## src/rtl/coor_pkg.sv

```systemverilog
// Shared constants and state type for the linear-address to (x,y) decoder.
// Divisor, field widths and the highest address that maps onto the frame.
package coor_pkg;
    localparam int ROW_W    = 79;
    localparam int X_W      = 7;
    localparam int Y_W      = 4;
    localparam int A_W      = 11;
    localparam int ADDR_MAX = ROW_W * (2 ** Y_W) - 1;
    localparam int K_W      = (Y_W > 1) ? $clog2(Y_W) : 1;

    typedef enum logic [1:0] {
        IDLE = 2'd0,
        CALC = 2'd1,
        DONE = 2'd2
    } coor_state_t;
endpackage

```

## src/rtl/coor_decode_if.sv

```systemverilog
// Address-in / coordinate-out handshake bundle between the frame-buffer
// match logic (master) and the decoder (slave).
interface coor_decode_if;
    import coor_pkg::*;

    logic           in_valid;
    logic           in_ready;
    logic [A_W-1:0] in_addr;
    logic           out_valid;
    logic           out_ready;
    logic [X_W-1:0] out_x;
    logic [Y_W-1:0] out_y;
    logic           out_err;

    modport master (
        output in_valid, in_addr, out_ready,
        input  in_ready, out_valid, out_x, out_y, out_err
    );

    modport slave (
        input  in_valid, in_addr, out_ready,
        output in_ready, out_valid, out_x, out_y, out_err
    );
endinterface

```

## src/rtl/coor_div_step.sv

```systemverilog
// One restoring-divide step: try to subtract ROW_W<<k from the running remainder.
module coor_div_step
    import coor_pkg::*;
(
    input  logic [A_W-1:0] rem_i,
    input  logic [K_W-1:0] k_i,
    output logic [A_W-1:0] next_rem_o,
    output logic           q_bit_o
);
    logic [A_W:0] rem_ext;
    logic [A_W:0] div_sh;
    logic [A_W:0] diff;

    // Extra bit keeps the borrow: a clear sign bit means rem >= ROW_W<<k.
    always_comb begin
        rem_ext    = {1'b0, rem_i};
        div_sh     = (A_W + 1)'(ROW_W) << k_i;
        diff       = rem_ext - div_sh;
        q_bit_o    = ~diff[A_W];
        next_rem_o = q_bit_o ? diff[A_W-1:0] : rem_i;
    end
endmodule

```

## src/rtl/coor_decode.sv

```systemverilog
// Recovers (x,y) from addr = y*ROW_W + x with an iterative restoring divide,
// one quotient bit per clock, behind valid/ready handshakes on both sides.
module coor_decode
    import coor_pkg::*;
(
    input  logic          clk,
    input  logic          rst_n,
    coor_decode_if.slave  bus
);
    coor_state_t    state_q, state_d;
    logic [A_W-1:0] rem_q, rem_d;
    logic [Y_W-1:0] quo_q, quo_d;
    logic [K_W-1:0] k_q, k_d;
    logic           in_ready_q, in_ready_d;
    logic           out_valid_q, out_valid_d;
    logic [X_W-1:0] out_x_q, out_x_d;
    logic [Y_W-1:0] out_y_q, out_y_d;
    logic           out_err_q, out_err_d;

    logic           accept;
    logic           addr_err;
    logic [A_W-1:0] step_rem;
    logic           step_q;
    logic [Y_W-1:0] quo_new;

    assign accept   = bus.in_valid & in_ready_q;
    assign addr_err = bus.in_addr > A_W'(ADDR_MAX);

    coor_div_step u_step (
        .rem_i      (rem_q),
        .k_i        (k_q),
        .next_rem_o (step_rem),
        .q_bit_o    (step_q)
    );

    always_ff @(posedge clk or negedge rst_n) begin
        if (!rst_n) state_q <= IDLE;
        else        state_q <= state_d;
    end

    always_comb begin
        state_d = state_q;
        case (state_q)
            IDLE:    if (accept) state_d = addr_err ? DONE : CALC;
            CALC:    if (k_q == '0) state_d = DONE;
            DONE:    if (out_valid_q && bus.out_ready) state_d = IDLE;
            default: state_d = IDLE;
        endcase
    end

    always_comb begin
        rem_d       = rem_q;
        quo_d       = quo_q;
        k_d         = k_q;
        out_valid_d = out_valid_q;
        out_x_d     = out_x_q;
        out_y_d     = out_y_q;
        out_err_d   = out_err_q;
        quo_new     = quo_q;
        quo_new[k_q] = step_q;
        in_ready_d  = (state_d == IDLE);
        case (state_q)
            IDLE: begin
                if (accept) begin
                    if (addr_err) begin
                        out_err_d = 1'b1;
                        out_x_d   = '0;
                        out_y_d   = '0;
                    end else begin
                        rem_d = bus.in_addr;
                        quo_d = '0;
                        k_d   = K_W'(Y_W - 1);
                    end
                end
            end
            CALC: begin
                rem_d = step_rem;
                quo_d = quo_new;
                k_d   = k_q - K_W'(1);
                if (k_q == '0) begin
                    out_y_d     = quo_new;
                    out_x_d     = step_rem[X_W-1:0];
                    out_err_d   = 1'b0;
                    out_valid_d = 1'b1;
                end
            end
            DONE: begin
                // The error path arrives with out_valid low; raise it one edge later.
                if (!out_valid_q)         out_valid_d = 1'b1;
                else if (bus.out_ready)   out_valid_d = 1'b0;
            end
            default: ;
        endcase
    end

    always_ff @(posedge clk or negedge rst_n) begin
        if (!rst_n) begin
            rem_q       <= '0;
            quo_q       <= '0;
            k_q         <= '0;
            in_ready_q  <= 1'b1;
            out_valid_q <= 1'b0;
            out_x_q     <= '0;
            out_y_q     <= '0;
            out_err_q   <= 1'b0;
        end else begin
            rem_q       <= rem_d;
            quo_q       <= quo_d;
            k_q         <= k_d;
            in_ready_q  <= in_ready_d;
            out_valid_q <= out_valid_d;
            out_x_q     <= out_x_d;
            out_y_q     <= out_y_d;
            out_err_q   <= out_err_d;
        end
    end

    assign bus.in_ready  = in_ready_q;
    assign bus.out_valid = out_valid_q;
    assign bus.out_x     = out_x_q;
    assign bus.out_y     = out_y_q;
    assign bus.out_err   = out_err_q;
endmodule
```

## src/flat_wrapper.sv

```systemverilog
// flat-port wrapper written by rule: the top's interface ports become plain ports
module coor_decode_flat import coor_pkg::*;
  (clk, rst_n, bus_in_valid, bus_in_addr, bus_out_ready, bus_in_ready, bus_out_valid, bus_out_x, bus_out_y, bus_out_err);
  coor_decode_if bus_i ();
  input  logic clk;
  input  logic rst_n;
  input wire logic [$bits(bus_i.in_valid)-1:0] bus_in_valid;
  input wire logic [$bits(bus_i.in_addr)-1:0] bus_in_addr;
  input wire logic [$bits(bus_i.out_ready)-1:0] bus_out_ready;
  output wire logic [$bits(bus_i.in_ready)-1:0] bus_in_ready;
  output wire logic [$bits(bus_i.out_valid)-1:0] bus_out_valid;
  output wire logic [$bits(bus_i.out_x)-1:0] bus_out_x;
  output wire logic [$bits(bus_i.out_y)-1:0] bus_out_y;
  output wire logic [$bits(bus_i.out_err)-1:0] bus_out_err;
  assign bus_i.in_valid = bus_in_valid;
  assign bus_i.in_addr = bus_in_addr;
  assign bus_i.out_ready = bus_out_ready;
  assign bus_in_ready = bus_i.in_ready;
  assign bus_out_valid = bus_i.out_valid;
  assign bus_out_x = bus_i.out_x;
  assign bus_out_y = bus_i.out_y;
  assign bus_out_err = bus_i.out_err;
  coor_decode u_core (.clk(clk), .rst_n(rst_n), .bus(bus_i));
endmodule
```

## config.mk

```make
export PLATFORM = sky130hd
export DESIGN_NAME = coor_decode_flat
export DESIGN_NICKNAME = d
export VERILOG_FILES = /design/src/rtl/coor_pkg.sv /design/src/rtl/coor_decode_if.sv /design/src/rtl/coor_div_step.sv /design/src/rtl/coor_decode.sv /design/src/flat_wrapper.sv
export SDC_FILE = /design/constraint.sdc
export NUM_CORES = 1
export LEC_CHECK = 0
export BUFFER_PORTS_ARGS = -buffer_cell sky130_fd_sc_hd__buf_2
export CAP_MARGIN = 10
export CORE_MARGIN = 3
export CORE_UTILIZATION = 55
export DETAILED_ROUTE_END_ITERATION = 7
export GPL_TIMING_DRIVEN = 0
export PLACE_DENSITY = 0.85
export SLEW_MARGIN = 20
export SYNTH_ARGS = -nofsm -noshare
export SYNTH_HDL_FRONTEND = slang
export SYNTH_SLANG_ARGS = --single-unit
```

## constraint.sdc

```tcl
create_clock -name clk -period 6.1 [get_ports clk]
set_clock_uncertainty 0.1 [all_clocks]
set_input_delay 0.305 -clock clk [delete_from_list [all_inputs] [get_ports clk]]
set_output_delay 0.305 -clock clk [all_outputs]
set_load 0.05 [all_outputs]
```

# ---- Yosys cells after proc, flatten, opt, wreduce, memory -nomap -nowiden
# Index checks and enable logic that the tools add are counted.
dict set report totals {
  regBits 33
  input_bits 15
  output_inout_bits 14
  wordCells 70
}
dict set report classes {
  addsub 2
  magnitude_cmp 3
  n_eq_ne 7
  shift 1
  muxes 34
  bitwise 2
  reduce_logical 11
}
# op count
set ops {}
lappend ops {{$mux W11} 3}
lappend ops {{$pmux W11 S2} 1}
lappend ops {{$mux W7} 3}
lappend ops {{$mux W4} 5}
lappend ops {{$pmux W4 S2} 2}
lappend ops {{$pmux W7 S2} 1}
lappend ops {{$mux W2} 6}
lappend ops {{$shl A7 B2 Y12 const A} 1}
lappend ops {{$sub A11 B12 Y12} 1}
lappend ops {{$gt A11 B11 Y1 const B} 1}
lappend ops {{$reduce_and A4 Y1} 2}
lappend ops {{$mux W1} 7}
lappend ops {{$logic_not A2 Y1} 3}
lappend ops {{$ne A2 B1 Y1 const B} 3}
lappend ops {{$pmux W2 S3} 1}
lappend ops {{$bwmux W4} 1}
lappend ops {{$ne A2 B2 Y1 const B} 2}
lappend ops {{$pmux W1 S2} 2}
lappend ops {{$pmux W2 S2} 1}
lappend ops {{$reduce_bool A2 Y1} 2}
lappend ops {{$lt A2 B3 Y1 const B} 1}
lappend ops {{$reduce_and A3 Y1} 1}
lappend ops {{$demux W1 S2} 1}
lappend ops {{$eq A2 B1 Y1 const B} 1}
lappend ops {{7 further kinds} 8}

# ---- Logic depth before layout (Yosys ltp)
# Gate-level depths: netlist of the first run.
dict set report logic_depth {
  ltp_word 7
  depth_mapped 11
  depth_no_buf 10
}

# ---- By module
# Synthesis of the first run repeated with hierarchy kept, for this count alone.
dict set report unflattened {
  cells_unflattened 233
  area_unflattened_um2 2289.7
}
# module n_inst cells_each area_per_inst_um2 seq_area_each_um2
set by_module_without_submodules {}
lappend by_module_without_submodules {coor_decode 1 143 1586.5 802.0}
lappend by_module_without_submodules {coor_div_step 1 90 703.2 0.0}

# ---- Least setup slack after synthesis of the first run
# OpenSTA, ideal clock, no wires.
dict set report synth_path {
  path_kind {reg2reg}
  startpoint {register u_core.k_q[1]}
  endpoint {register u_core.rem_q[6]}
  setup_ns 0.126
  t_arrival_ns 2.402
  slack_ns 3.472
  stages_incl_launch_ff 11
  path_buffers 1
  period_less_slack_ns 2.628
  cell_sequence {dfrtp_1 -> inv_1 -> ha_1 -> ha_1 -> o211ai_2 -> a211o_1 -> a311o_1 -> a21o_1 -> buf_6 -> o21bai_1 -> a221o_1}
}
dict set report synth_via {
  elab_chain_len 4
}
# element line_no
set synth_lines {}
lappend synth_lines {{from (decl)} coor_decode.sv:13} ;# logic [K_W-1:0] k_q, k_d;
lappend synth_lines {{from (signal assigned)} coor_decode.sv:109} ;# k_q <= k_d;
lappend synth_lines {{$shl A7 B2 Y12} coor_div_step.sv:17} ;# div_sh = (A_W + 1)'(ROW_W) << k_i;
lappend synth_lines {{$sub A11 B12 Y12} coor_div_step.sv:18} ;# diff = rem_ext - div_sh;
lappend synth_lines {{$mux W11} coor_div_step.sv:20} ;# next_rem_o = q_bit_o ? diff[A_W-1:0] : rem_i;
lappend synth_lines {{$pmux W11 S2} coor_decode.sv:62} ;# case (state_q)
lappend synth_lines {{to (signal assigned)} coor_decode.sv:107} ;# rem_q <= rem_d;
lappend synth_lines {{to (decl)} coor_decode.sv:11} ;# logic [A_W-1:0] rem_q, rem_d;
# Every way passes these cells. The select of a mux whose other input is x is not followed.
# A chain may end at the register's enable or synchronous reset.

# ---- Worst setup path in the final report of the first run
dict set report layout_path {
  startpoint {register u_core.k_q[1]}
  endpoint {register u_core.rem_q[10]}
}
dict set report layout_via {
  elab_chain_len 4
  word_cells_on_any_way 6
  cone_classes {add/sub: 1; eq/ne: 1; shift: 1; mux: 2; reduce/logical: 1}
}
# element line_no
set layout_lines {}
lappend layout_lines {{$shl A7 B2 Y12 (*)} coor_div_step.sv:17}
lappend layout_lines {{$sub A11 B12 Y12 (*)} coor_div_step.sv:18}
lappend layout_lines {{$ne A2 B2 Y1 (no source line) / $mux W11 (equally long branches)} -}
lappend layout_lines {{$reduce_and A4 Y1 (no source line) / $pmux W11 S2 (equally long branches)} -}
# Every way passes the cells marked *; elsewhere a longest branch is shown, timed or not. The select of a mux whose other input is x is not followed.

==> metrics.md, run 1 <==
| Metric | Value |
|---|---|
| Routed length per placed instance | approximately 16 um |
| # rows | 21 |
| Synthesized Nets | approximately 260 |
| Vias | around 1900 |
| Psw | 780.7 uW |
| Fill count | 294 |
| CTS tree | built |
| CP Buf/Inv Count | 1 |
| Root buffer cell | clkbuf_8 |
| Sum Neg Setup Slack | 0 ns |
| Internal power | approximately 780 uW |
| Hold Path Origin | bus_out_ready |
| Yosys warns | 0 |
| Final Core Density | between 60% and 70% |
| Post-CTS Setup Inserts | 0 |
| Starting Density | between 50% and 60% |
| Die Wd | 67.19 um |
| Final-report hold violation count | 0 |
| Worst-Margin Slew | between 0.7 and 0.8 ns |
| Vias in the first global route | between 1500 and 2000 |
| First-pass GRT wire length | roughly 8300 um |
| Worst reg2reg path endpoint | u_core.rem_q[10] |
| Skew-Pair Late Insertion Delay | approximately 0.29 ns |
| CP max FO | 6 |
| Hold Path Class | in -> reg |
| Final min period | about 3.1 ns |
| Xor and xnor area share after synthesis | under 10% |
| Port Buffers | 28 |
| Clk pwr share | 12.9% |
| Sw Ratio | between 40% and 50% |
| Largest net degree at the start of global routing | 33 |
| EDFF count, synth | 0 |
| Compound-Gate Fraction of Synth Area | 26.49% |
| Max-slew headroom | 48.31% |
| CP Launch Type | register |
| Flops & latches, synth | 32 |
| Pwr Density | about 660 nW/um^2 |
| Fraction of layout cells with a size suffix above 1 | a little under a fifth |
| Final GP Congestion | approximately 0.94 |
| Crit path kind | reg -> reg |
| Drt drc | 0 |
| Critical path, cell by cell | inv_1, ha_1, ha_1, fa_1, nor2b_1, o2111ai_2, a21boi_0, a2111oi_0, mux2i_1, o21ai_1 |
| FF-to-FF setup slack | about 3.0 ns |
| DR vias/cell | 5.952 |
| Iter 0 DRT Violations | between 100 and 150 |
| Overflow after GRT | 0 |
| Setup Viol. Count Final | 0 |
| Post-synth cell types | 51 |
| Cell repeated most along the worst path | ha_1 |
| Final WL | about 5000 um |
| Max-cap violations | 0 |
| Max-slew violations | 0 |
| Slowest stage delay, CP | a little over 0.6 ns |
| Reg2reg start | u_core.k_q[1] |
| Main synth FF type | dfrtp_1 |
| Worst EP arrival | 3.16 ns |
| Slowest-stage cell, CP | a2111oi_0 |
| Die area | roughly 4500 um^2 |
| Synth Area in Simple Gates | between 10% and 20% |
| Max clock buf depth | 2 |
| Area grow syn2layout | 15.49% |
| Post-DRT Antenna Nets | 0 |
| CTS Buf Count | 5 |
| Post-synthesis adder-cell area fraction | 8.870% |
| Crit share post-route | 50.72% |
| Mux cell area share after synthesis | 0.9721% |
| Clock sink count | 32 |
| CP delay by family, top | compound AO/OA/AOI/OAI gates |
| Total track usage | 24.79% |
| Worst Hold Path EP | u_core.bus.out_valid |
| Leak | roughly 1.1 nW |
| Detailed placement HPWL | ~3600 um |
| Peak Freq | approximately 320 MHz |
| Hold Path Depth | 2 |
| CTS H-Tree Depth | 2 |
| Post-synth ARST share | 100.0% |
| Commonest cells after routing, fill and taps aside | buf_2, dfrtp_1, nand2_1 |
| Top-Level Pins | 29 |
| N_diodes | 0 |
| Clock slew at reported path FFs | around 0.07 ns |
| Seq/Total Area, Yosys | around two fifths |
| Hold Buf Count CTS | 1 |
| Fin nets | approximately 300 |
| Req. time, crit path | just over 6 ns |
| Syn avg cell area | just under 9 um^2 |
| Main combinational cell family by area after synthesis | compound AO/OA/AOI/OAI gates |
| Placed Cells incl. Taps | a little over 300 |
| RSZ-0062 raised after global routing | no |
| Share of power burned in registers | 23.5% |
| Die H | roughly 67 um |
| Pre-Repair DR Iteration Count | 4 |
| CTS resizes | 0 |
| Initial antenna violation count | 0 |
| Combinational Power Share | 63.6% |
| Final non-filler cell total | 313 |
| Mapped Area | between 2000 and 2500 um^2 |
| Reg2Reg Depth | 10 |
| Core area | between 3000 and 4000 um^2 |
| VDD IR max | a little over 0.0003 V |
| Post-synthesis cell count | 230 |
| Outcome | completed |
| Critical path endpoint category | register |
[power groups by stage]
stage / registers (mW) / logic [mW] / clock network [mW]
3_5_place_dp: 0.369 / 0.977 / 0
3_3_place_gp: 0.365 / 0.956 / 0
2_1_floorplan: 0.477 / 0.660 / 0
5_1_grt: 0.380 / 1.10 / 0.216
4_1_cts: 0.367 / 0.985 / 0.206
6_report: 0.368 / 0.993 / 0.202
[state kept, by name, summed over array words and instances, names as in the netlist]
name,cells
u_core.bus.out_valid,1
u_core.state_q,2
u_core.bus.out_x,7
u_core.bus.in_ready,1
u_core.rem_q,11
u_core.bus.out_y,4
u_core.k_q,2
u_core.bus.out_err,1
u_core.quo_q,3
[worst register-to-register path, delay by kind of cell (launching register included)]
kind | cells | cell delay, ns
buffers and inverters | 1 | 0.21
muxes | 1 | 0.25
AOI/OAI and AO/OA | 4 | 1.16
DFF | 1 | 0.42
and+or+nand+nor | 1 | 0.08
adders and majority gates | 3 | 0.76
[worst max-delay path by stage]
stage                        from                to  slack (ns)  cells past startpoint
floorplan           u_core.k_q[1]   u_core.rem_q[6]        3.47                     10
global placement    u_core.k_q[1]  u_core.rem_q[10]        3.07                     10
detailed placement  u_core.k_q[1]  u_core.rem_q[10]        3.08                     10
CTS                 u_core.k_q[1]  u_core.rem_q[10]        3.06                     10
global route        u_core.k_q[1]  u_core.rem_q[10]        2.81                     10
finish              u_core.k_q[1]  u_core.rem_q[10]        3.01                     10
[per-layer routing]
layer	track usage (%)	vias to the layer above	share of wire [%]
li1	-	900	-
met1	31.69	893	44
met2	40.98	62	48
met3	5.824	8	7.0
met4	8.608	0	1.5
met5	0	-	0
[metrics by stage]
stage	power, mW	hold slack (ns)	area [um^2]	setup slack [ns]
after floorplan	1.137	-0.09059	2059	3.472
after global placement	1.322	0.2981	2257	3.074
after detailed placement	1.346	0.2974	2257	3.079
after CTS	1.558	0.1447	2379	3.061
after global routing	1.695	0.1509	2379	2.811
final	1.562	0.1520	2379	3.006
[cells by family after synthesis]
family | after synthesis
and+or+nand+nor | 78
adders and majority gates | 14
DFF | 32
muxes | 2
buffers and inverters | 22
xor gates and xnor gates | 6
AOI/OAI and AO/OA | 76
[layout make-up]
class / instances / area (um^2) / share of cell area (%)
Buffer: 10 / 52.55 / 2.209
Clock buffer: 5 / 68.82 / 2.893
Clock inverter: 3 / 42.54 / 1.789
Inverter: 12 / 45.04 / 1.894
Multi-Input combinational cell: 176 / 1160 / 48.76
Sequential cell: 32 / 802.0 / 33.72
Tap cell: 46 / 57.56 / 2.420
Timing Repair Buffer: 29 / 150.1 / 6.312
[synthesized netlist by cell type (all sizes together) (6+ instances only)]
cell type  instances  area [um^2]
nor3               7        40.04
a21oi             14        70.07
nand2             29        108.9
inv               12        45.04
o21ai             22        110.1
a221o              7        70.07
ha                13        162.7
nor2              21        78.83
o211ai             6        50.05
dfrtp             31        775.7
No activity file was read; power rests on OpenSTA's default activity.
==> run 2: changes to the inputs <==
--- a/config.mk
+++ b/config.mk
@@ -8,10 +8,10 @@
 export BUFFER_PORTS_ARGS = -buffer_cell sky130_fd_sc_hd__buf_2
 export CAP_MARGIN = 10
 export CORE_MARGIN = 3
-export CORE_UTILIZATION = 55
+export CORE_UTILIZATION = 51
 export DETAILED_ROUTE_END_ITERATION = 7
 export GPL_TIMING_DRIVEN = 0
-export PLACE_DENSITY = 0.85
+export PLACE_DENSITY = 0.83
 export SLEW_MARGIN = 20
 export SYNTH_ARGS = -nofsm -noshare
 export SYNTH_HDL_FRONTEND = slang
==> constraint.sdc (replaced) <==
create_clock -name clk -period 2.6 [get_ports clk]
set_clock_uncertainty 0.1 [all_clocks]
set_input_delay 0.13 -clock clk [delete_from_list [all_inputs] [get_ports clk]]
set_output_delay 0.13 -clock clk [all_outputs]
set_load 0.05 [all_outputs]
==> run 2 against run 1 <==
  * The flow now finishes with violations (setup timing)
  * Critical path type unchanged
  * Final area grew 18%
  * Hold slack got worse by 0.10 ns
  * Critical path depth unchanged
  * First-iteration DRC count grew 17%
  * Cell count up 7.3%
  * Global-route usage down 0.41 points
  * Setup slack worse by 3.1 ns
  * Maximum frequency is 17% higher
  * Critical endpoint is now u_core.bus.out_x[5]
  * Via count is 12% higher
  * Register-to-register slack worse by 3.1 ns
==> metrics.md, run 2 (same netlist as run 1, synthesis figures left out) <==
| Metric | Value |
|---|---|
| Post-DRT Antenna Nets | 0 |
| Pre-Repair DR Iteration Count | 5 |
| Max-slew violations | 0 |
| Area grow syn2layout | 36.39% |
| Clock slew at reported path FFs | about 0.070 ns |
| Fin nets | between 300 and 400 |
| Crit path kind | reg -> reg |
| CP max FO | 6 |
| FF-to-FF setup slack | -0.06 ns |
| Worst EP arrival | ~2.7 ns |
| Starting Density | a little over half |
| Max clock buf depth | 2 |
| Die Wd | just under 70 um |
| Max-cap violations | 0 |
| Final-report hold violation count | 0 |
| Reg2reg start | u_core.k_q[0] |
| Vias in the first global route | 1949 |
| Critical path endpoint category | register |
| Initial antenna violation count | 0 |
| Worst Hold Path EP | u_core.rem_q[10] |
| Worst reg2reg path endpoint | u_core.bus.out_x[5] |
| DR vias/cell | ~6.2 |
| Vias | between 2000 and 2500 |
| Hold Path Depth | 3 |
| Final worst slack | -0.05586 ns |
| CTS H-Tree Depth | 2 |
| Worst-Margin Slew | 0.8008 ns |
| Routed length per placed instance | between 15 and 20 um |
| CP Launch Type | register |
| Reg2Reg Depth | 10 |
| CTS tree | built |
| Root buffer cell | clkbuf_8 |
| Port Buffers | 28 |
| Detailed placement HPWL | about 3700 um |
| Fill count | roughly 250 |
| Req. time, crit path | between 2 and 3 ns |
| Fraction of layout cells with a size suffix above 1 | between 30 and 40% |
| Most common cell after layout, fill and taps aside | buf_2 |
| Final non-filler cell total | between 300 and 400 |
| RSZ-0062 raised after global routing | yes |
| Peak Freq | roughly 380 MHz |
| Clock sink count | 32 |
| Hold Path Class | in -> reg |
| Commonest cells after routing, fill and taps aside | buf_2, nand2_1, dfrtp_1 |
| Skew-Pair Late Insertion Delay | about 0.29 ns |
| Die H | 69.55 um |
| Hold Path Origin | bus_in_addr[10] |
| Final GP Congestion | 0.9133 |
| First-pass GRT wire length | between 9000 and 10000 um |
| CTS Buf Count | 5 |
| Final min period | approximately 2.7 ns |
| Placed Cells incl. Taps | around 300 |
| Final WL | around 6200 um |
| Drt drc | 0 |
| Top-Level Pins | 29 |
| N_diodes | 0 |
| Die area | approximately 4800 um^2 |
| Outcome | finished, violations left |
| Largest net degree at the start of global routing | 33 |
| Overflow after GRT | 0 |
| Crit share post-route | 102.1% |
| Core area | roughly 3800 um^2 |
| Setup Viol. Count Final | 8 |
| Iter 0 DRT Violations | between 150 and 200 |
| Total track usage | between 20% and 30% |
| Violated checks | setup timing |
| Largest register FFs | 11 |
| Largest Register | u_core.rem_q |
| Max-slew headroom | ~46% |
| # rows | 22 |
==> run 2: changes by cell type in the layout (fill, tap and decap cells not counted), moves of 3 or more <==
cell           before  now
buf_4               1   15
ha_1               13    2
dlygate4sd3_1       1    9
ha_4                0    8
a21oi_1            14   11
ha_2                0    3
inv_1              12    9
==> run 2: cell type report <==
type                       instances  area, um^2  share of cell area, %
buffer                             9       56.30                  2.004
tap                               48       60.06                  2.138
clock inverter                     2       35.03                  1.247
sequential                        32       804.5                  28.64
inverter                          12       52.55                  1.871
timing repair buffer              51       335.3                  11.94
clock buffer                       6       72.57                  2.584
multi-input combinational        176        1393                  49.58
==> run 2: through the flow <==
stage,area (um^2),worst slack (ns),hold slack [ns],TNS (ns),util [%]
5_1_grt,2809,-0.1303,0.06701,-1.451,74.49
6_report,2809,-0.05586,0.05174,-0.2787,74.49
3_3_place_gp,2285,-0.3481,0.1260,-3.673,60.58
4_1_cts,2681,-0.01218,0.005613,-0.02251,71.10
2_1_floorplan,2085,0.01735,-0.2656,0,-
3_5_place_dp,2285,-0.3835,0.1313,-4.885,60.58
==> run 2: how the worst max path moves through the flow <==
stage | startpoint | to | slack, ns | depth (start not counted)
6_report | u_core.k_q[0] | u_core.bus.out_x[5] | -0.06 | 10
5_1_grt | u_core.k_q[1] | u_core.bus.out_x[6] | -0.13 | 11
4_1_cts | u_core.k_q[0] | u_core.rem_q[6] | -0.01 | 10
3_5_place_dp | u_core.k_q[1] | u_core.rem_q[10] | -0.38 | 10
3_3_place_gp | u_core.k_q[1] | u_core.rem_q[10] | -0.35 | 10
2_1_floorplan | u_core.k_q[0] | u_core.rem_q[6] | 0.02 | 10
==> run 2: per-layer routing <==
layer  GRT usage (%)  wire length, um  vias to the layer above
li1                -                -                      949
met1           29.80             2473                      999
met2           41.63             3073                       99
met3           4.783              413                       33
met4           10.41              238                        0
met5               0                0                        -
==> run 2: timing repair <==
action,CTS,global route
endpoints found under the hold margin,39,0
gates resized for setup,34,21
hold buffers,9,0
gates cloned,0,0
setup buffers,7,7
setup endpoints to repair,21,20
pin swaps,5,6
==> run 2: worst max-delay path, cell delays in order, from the launching register on <==
cell,delay [ns]
dfrtp_2,0.45
inv_4,0.10
ha_2,0.22
inv_1,0.10
ha_4,0.26
a21oi_4,0.17
o21bai_4,0.08
a211oi_4,0.39
buf_4,0.21
o21ai_0,0.15
a32o_1,0.30
Power of run 2 is left out: the tool's default activity adds up to more than one toggle a clock period on the data nets, which glitch-free logic cannot reach.
